$ cat config.mk
export PLATFORM = sky130hd
export DESIGN_NAME = qnigma_alu_io
export DESIGN_NICKNAME = d
export VERILOG_FILES = /design/src/rtl/qnigma_alu_io.sv
export SDC_FILE = /design/constraint.sdc
export NUM_CORES = 2
export LEC_CHECK = 0
export BUFFER_PORTS_ARGS = -buffer_cell sky130_fd_sc_hd__buf_2
export CORE_AREA = 2 2 426 428
export DETAILED_ROUTE_END_ITERATION = 10
export DIE_AREA = 0 0 428 430
export MAX_ROUTING_LAYER = met4
export PLACE_DENSITY_LB_ADDON = 0.08
export SYNTH_ARGS = -nofsm -noshare
export SYNTH_HDL_FRONTEND = slang
export SYNTH_SLANG_ARGS = --single-unit
$ cat constraint.sdc
create_clock -name clk -period 9.55 [get_ports clk]
set_clock_uncertainty 0.15 [all_clocks]
set_input_delay 2.865 -clock clk [delete_from_list [all_inputs] [get_ports clk]]
set_output_delay 2.865 -clock clk [all_outputs]
set_load 0.02 [all_outputs]
$ cat src/rtl/qnigma_alu_io.sv
// qnigma_alu_io
// Streaming load/unload front-end for the multi-limb ALU core.
// Operands A and B arrive as L-bit words (least-significant first) and are
// assembled into WA-bit operand registers. A one-cycle calculate strobe is
// then issued to the core. The block waits for the core's done pulse,
// captures the result and overflow flag, and streams the result back out as
// L-bit words under valid/ready flow control.
//
// Ports:
//   clk, rst                 clock, synchronous active-high reset
//   in_dat/in_val/in_rdy     operand word stream (A words, then B words)
//   in_op                    operation, sampled with the first A word
//                            (01 add, 10 sub, 11 mul, 00 illegal)
//   err                      one-cycle pulse when an illegal op word is dropped
//   busy                     transaction in progress
//   alu_opa/alu_opb          operands to the core
//   alu_mul/alu_add/alu_sub  core operation select
//   alu_cal                  one-cycle calculate strobe
//   alu_res/alu_ovf/alu_don  core result, overflow flag, done pulse
//   out_dat/out_val/out_rdy  result word stream
//   out_lst                  marks the last result word
//   out_ovf                  captured overflow flag

module qnigma_alu_io #(
    parameter int N  = 16,
    parameter int K  = 16,
    parameter int WA = N * K,
    parameter int L  = 32
) (
    input  logic               clk,
    input  logic               rst,
    input  logic [L-1:0]       in_dat,
    input  logic               in_val,
    output logic               in_rdy,
    input  logic [1:0]         in_op,
    output logic               err,
    output logic               busy,
    output logic [WA-1:0]      alu_opa,
    output logic [WA-1:0]      alu_opb,
    output logic               alu_mul,
    output logic               alu_add,
    output logic               alu_sub,
    output logic               alu_cal,
    input  logic [2*N*K-1:0]   alu_res,
    input  logic               alu_ovf,
    input  logic               alu_don,
    output logic [L-1:0]       out_dat,
    output logic               out_val,
    input  logic               out_rdy,
    output logic               out_lst,
    output logic               out_ovf
);

    localparam int RW = 2 * N * K;
    localparam int NA = WA / L;
    localparam int CW = $clog2(RW / L + 1);

    typedef enum logic [2:0] {
        LDA,
        LDB,
        CAL,
        WAIT,
        OUT
    } state_t;

    state_t        state;
    state_t        state_nxt;
    logic [CW-1:0] ctr;
    logic [1:0]    op;
    logic [RW-1:0] res;
    logic          in_fire;
    logic          out_fire;
    logic          illegal;
    logic [CW-1:0] last_ld;
    logic [CW-1:0] last_out;

    assign in_fire  = in_val & in_rdy;
    assign out_fire = out_val & out_rdy;
    // Only the first A word carries the op; an illegal op there drops the word.
    assign illegal  = (state == LDA) && (ctr == '0) && (in_op == 2'b00);
    assign last_ld  = CW'(NA - 1);
    // Multiply returns a double-width result; add/sub only the low WA bits.
    assign last_out = (op == 2'b11) ? CW'(2 * NA - 1) : CW'(NA - 1);

    assign alu_add  = (op == 2'b01);
    assign alu_sub  = (op == 2'b10);
    assign alu_mul  = (op == 2'b11);

    always_ff @(posedge clk) begin
        if (rst) state <= LDA;
        else     state <= state_nxt;
    end

    always_comb begin
        state_nxt = state;
        in_rdy    = 1'b0;
        alu_cal   = 1'b0;
        out_val   = 1'b0;
        out_lst   = 1'b0;
        out_dat   = '0;
        case (state)
            LDA: begin
                in_rdy = 1'b1;
                if (in_fire && !illegal && ctr == last_ld) state_nxt = LDB;
            end
            LDB: begin
                in_rdy = 1'b1;
                if (in_fire && ctr == last_ld) state_nxt = CAL;
            end
            CAL: begin
                alu_cal   = 1'b1;
                state_nxt = WAIT;
            end
            WAIT: begin
                if (alu_don) state_nxt = OUT;
            end
            OUT: begin
                out_val = 1'b1;
                out_lst = (ctr == last_out);
                out_dat = res[int'(ctr) * L +: L];
                if (out_fire && out_lst) state_nxt = LDA;
            end
            default: state_nxt = LDA;
        endcase
    end

    // Datapath: ctr indexes the operand word being loaded or the result
    // word being emitted; it wraps to zero at every phase boundary.
    always_ff @(posedge clk) begin
        if (rst) begin
            ctr     <= '0;
            op      <= 2'b00;
            alu_opa <= '0;
            alu_opb <= '0;
            res     <= '0;
            out_ovf <= 1'b0;
            err     <= 1'b0;
            busy    <= 1'b0;
        end else begin
            err <= 1'b0;
            case (state)
                LDA: begin
                    if (in_fire) begin
                        if (illegal) begin
                            err <= 1'b1;
                        end else begin
                            alu_opa[int'(ctr) * L +: L] <= in_dat;
                            if (ctr == '0) begin
                                op   <= in_op;
                                busy <= 1'b1;
                            end
                            ctr <= (ctr == last_ld) ? '0 : ctr + 1'b1;
                        end
                    end
                end
                LDB: begin
                    if (in_fire) begin
                        alu_opb[int'(ctr) * L +: L] <= in_dat;
                        ctr <= (ctr == last_ld) ? '0 : ctr + 1'b1;
                    end
                end
                WAIT: begin
                    if (alu_don) begin
                        res     <= alu_res;
                        out_ovf <= alu_ovf;
                        ctr     <= '0;
                    end
                end
                OUT: begin
                    if (out_fire) begin
                        if (out_lst) begin
                            ctr  <= '0;
                            busy <= 1'b0;
                        end else begin
                            ctr <= ctr + 1'b1;
                        end
                    end
                end
                default: ;
            endcase
        end
    end

endmodule
* Word-level counts from Yosys, hierarchy flattened *
Index checks and enable logic that the tools add are counted.
W data, S select, Z words.

storage, ports and cells
  bits in registers = 1037
  word-level logic and storage cells = 87
  output and inout bits = 554
  input port bits = 552

operators by class
  add/sub/neg operators = 2
  equal/unequal tests = 19
  shift operators = 3
  mux-type cells = 28
  reduce and logical (&&, ||, !) cells = 21
  bitwise gates (word level) = 5

operator list
  cell                         count
  $bwmux W256                  2
  $shiftx A512 B11 Y32         1
  $shift A32 B33 Y256 const A  1
  $shiftx A32 B33 Y256         1
  $mux W5                      7
  $neg A10 Y33                 1
  $mux W32                     1
  $pmux W5 S4                  1
  $ne A2 B2 Y1 const B         8
  $pmux W3 S5                  1
  $mux W3                      4
  $reduce_and A6 Y1            2
  $mux W1                      10
  $reduce_and A4 Y1            2
  $eq A3 B2 Y1 const B         2
  $logic_and A1 B1 Y1          6
  $add A5 B1 Y5 const B        1
  $eq A5 B3 Y1 const B         1
  $eq A5 B4 Y1                 1
  $logic_not A5 Y1             1
  $eq A2 B2 Y1 const B         2
  $mux W4                      1
  $ne A2 B1 Y1 const B         2
  $reduce_and A2 Y1            2
  14 further kinds             17

* Depth between registers and ports, before layout *
  depth after elaboration = 8
  gate-level depth with buffers = 16
  gate-level depth less buffers = 11

* Worst setup path after synthesis *
OpenSTA, ideal clock, no wires.

  kind = register -> output
  start = register state[1]
  end = output port out_dat[10]
  cell stages (with the launch flop) = 7
  data arrival time = 2.094 ns
  slack = 4.441 ns
  buffers on the path = 2
  cells stage by stage = dfxtp_1 clkbuf_1 or3b_2 inv_1 nand2_1 clkbuf_1 a311oi_1

between the ends
  cells in the longest elaborated chain, start to end = 2

ends and longest elaborated chain
  element                 RTL line  source
  start, declared         66        state_t state;
  start signal, assigned  91        else state <= state_nxt;
  $eq A3 B3 Y1            101       case (state)
  $mux W32                101
  end, declared           47        output logic [L-1:0] out_dat,

Every way passes these cells.

* Worst setup path in the final report *
  start = register ctr[0]
  end = output port out_dat[21]

between the ends
  cells in the longest elaborated chain, start to end = 2

ends and longest elaborated chain
  element                 RTL line  source
  start, declared         68        logic [CW-1:0] ctr;
  start signal, assigned  152       ctr <= (ctr == last_ld) ? '0 : ctr + 1'b1;
  start signal, assigned  159       ctr <= (ctr == last_ld) ? '0 : ctr + 1'b1;
  start signal, assigned  175       ctr <= ctr + 1'b1;
  $shiftx A512 B11 Y32    120       out_dat = res[int'(ctr) * L +: L];
  $mux W32                101

Every way passes these cells.

==> flow_summary.ini <==
[cts]
clkLatencyLatePin_ns = 0.79
ctsResizeCount = 0
hold_buffers = 0
cts_buffers = 133
clock_sink_count = 1037
tritoncts = built
postCtsSetupRepairBufs = 0
path_clk_slew_ns = 0.06
h-tree-depth = 4
cts_root_buf = clkbuf_16
clk_path_buf_depth = 3

[sta]
post-route-period-util_pct = 72.9
fmax_mhz = 144
worst_slew_pin_slew_ns = 1.15
slew_viol_final = 0
rsz0062_at_grt = no
maxSlewHeadroom_pct = 23.4
fin_crit_ns = 6.96
setup-violations-final = 0
final.setup.tns_ns = 0
finalHoldViolations = 0

[grt]
top_usage_layer = met2
antenna_found_initial = 135
met3_usage_pct = 4.67
grt_max_degree = 217
overflow = 0
use_met1_pct = 26.3
grt_pass1_wl_um = 290000
grt_pass1_vias = 36400
met2_usage_pct = 39.3
grt.total_usage_pct = 22.8

[power]
p_leak_nw = 20.8
vdd_drop_max_mv = 0.143
powerDensity_nw_per_um2 = 183

[route]
routed_wl_um = 210000
wl_per_cell_um = 26.2
drc = 0
vias = 36800
drt-pass1-iter-count = 5
ant_nets = 0
vias_per_cell = 4.59
drt_iter0_markers = 2434

[worst_setup_path]
arrival_ns = 3.95
r2r_end = alu_opb[77]
worstSetupStartpointType = flop
path_class = reg -> out
r2r_cells = 14
path_max_fanout = 37
cp-end-kind = primary output
r2r_start = ctr[1]
rrSetupSlack_ns = 4.56
crit_required_ns = 6.54

[cells_and_area]
fin_nets = 6036
fin_cells = 8017
layout-drive-gt1-share_pct = 27.1
multi_input_area_um2 = 19600
area.growth.synth_to_final_pct = 28.6
fill_cells = 19300
seq_area_um2 = 20800

[logic_synthesis]
synth-edff-count = 0
synth-seq-cells = 1037
syn_nets = 5113
synth.distinct_cells = 52
synth_ff_type = dfxtp_1
synth_seq_area_share_pct = 49.5
mappedNetlistArea_um2 = 41900
yosysWarningCount = 0
async_flop_share_pct = 0
synth_cells = 4557
synth.avg_cell_area_um2 = 9.20

[min_path]
min_from = res[451]
holdCritPathClass = reg -> reg
hold_depth = 2
hold_end = res[451]

[run]
cap_viol_max_count = 0

[die]
die-area_um2 = 184000
core-area_um2 = 180000
boundaryPins = 1106
start_util_pct = 23.3
num_rows = 156
die_height_um = 430
die_x_um = 428

[placed_design]
post-place-cells = 7715
routabilityCongestion = 0.825
port_buffers = 1105
dp_hpwl_um = 154000

[run_status]
status = completed
-- Yosys cell counts (19+ instances only) --
| master | n | area (um2) |
|---|---|---|
| o21ai_1 | 25 | 125 |
| a211oi_1 | 34 | 255 |
| nand2_1 | 1200 | 4500 |
| nand3b_1 | 130 | 976 |
| a311oi_1 | 32 | 280 |
| buf_4 | 19 | 143 |
| o21ai_0 | 139 | 696 |
| buf_2 | 36 | 180 |
| nand3_1 | 42 | 210 |
| nor2b_1 | 35 | 219 |
| mux2i_1 | 355 | 3550 |
| nand2b_1 | 421 | 2630 |
| dfxtp_1 | 1037 | 20800 |
| clkbuf_1 | 304 | 1140 |
| mux4_2 | 128 | 2880 |
| a21oi_1 | 523 | 2620 |
-- registers in the layout, summed over array words and instances (netlist names) --
signal   flops
out_ovf      1
busy         1
err          1
ctr          5
res        512
op           2
alu_opa    256
state        3
alu_opb    256
-- where the power goes --
group | leakage (nW) | switching, mW | internal (mW)
clock network | 2.10 | 2.12 | 2.90
logic | 10.4 | 0.302 | 0.187
registers | 8.35 | 0.0188 | 4.34
total | 20.8 | 2.44 | 7.42
-- routing by layer --
metal	vias up	part of all wire, %	wire length (um)
met2	1229	50	106000
li1	17400	-	-
met4	0	3.4	7100
met1	17800	41	86400
met5	-	0	0
met3	370	5.2	10900
-- cell type report --
| class | count | area share, % |
|---|---|---|
| inverter | 7 | 0.0488 |
| antenna | 66 | 0.307 |
| tap | 2370 | 5.50 |
| sequential | 1037 | 38.6 |
| timing repair buffer | 1160 | 11.2 |
| clock inverter | 31 | 0.692 |
| multi-input combinational | 3141 | 36.4 |
| clock buffer | 205 | 7.27 |
-- stage by stage --
| step | area (um2) | util (%) | setup WS (ns) | hold WS (ns) | total power, mW |
|---|---|---|---|---|---|
| 2_1_floorplan | 41900 | - | 4.44 | 0.283 | 4.67 |
| 3_3_place_gp | 49400 | 27.5 | 3.15 | 0.292 | 4.95 |
| 3_5_place_dp | 49400 | 27.5 | 3.14 | 0.293 | 4.95 |
| 4_1_cts | 53700 | 29.9 | 2.26 | 0.301 | 10.0 |
| 5_1_grt | 53900 | 30.0 | 2.26 | 0.321 | 10.2 |
| 6_report | 53900 | 30.0 | 2.59 | 0.301 | 9.86 |
-- cell usage in the layout (no fill, tap or decap), drive strengths merged, types with 2 or more instances in the layout --
cell type and count:
nor2b 35, clkinv 19, ha 4, diode 66, a311oi 32, inv 15
or3 3, a31oi 3, nor3 11, mux2i 355, nor3b 3, bufinv 2
clkbuf 205, mux4 128, nand2 1201, clkinvlp 2, nand3 42, or3b 2
o22a 2, nand2b 421, dfxtp 1037, nor2 15, nand4 8, nor4b 2
nand3b 130, a21o 2, a21oi 523, nor4bb 2, o21ai 164, a211oi 36
buf 1160
-- worst max-delay path, stage by stage (launching register included) --
cell and delay (ns):
dfxtp_4 0.87, buf_4 0.53, mux4_2 0.56, a211oi_1 0.78, a311oi_1 0.17, buf_2 0.23
-- cells by family (layout without fill, tap and decap cells) --
group / Yosys count / after routing / synth area share, %
AND/OR/NAND/NOR: 1883 / 1883 / 21.3
flip-flops: 1037 / 1037 / 49.5
AO/OA/AOI/OAI: 769 / 769 / 9.81
multiplexers: 484 / 484 / 15.4
buffers and inverters: 379 / 1403 / 3.81
adder cells (fa/ha/maj): 4 / 4 / 0.119
XOR/XNOR: 1 / 1 / 0.0209
other: 0 / 66 / 0
-- worst max path at each step --
| stage | start | to | slack [ns] | cells past startpoint |
|---|---|---|---|---|
| after floorplan | state[1] | out_dat[10] | 4.44 | 6 |
| after global placement | ctr[0] | out_dat[0] | 3.15 | 6 |
| after detailed placement | ctr[0] | out_dat[0] | 3.14 | 6 |
| after CTS | ctr[0] | out_dat[0] | 2.26 | 6 |
| after global routing | ctr[0] | out_dat[0] | 2.26 | 6 |
| final | ctr[0] | out_dat[21] | 2.59 | 5 |
(Power assumes the default switching activity.)
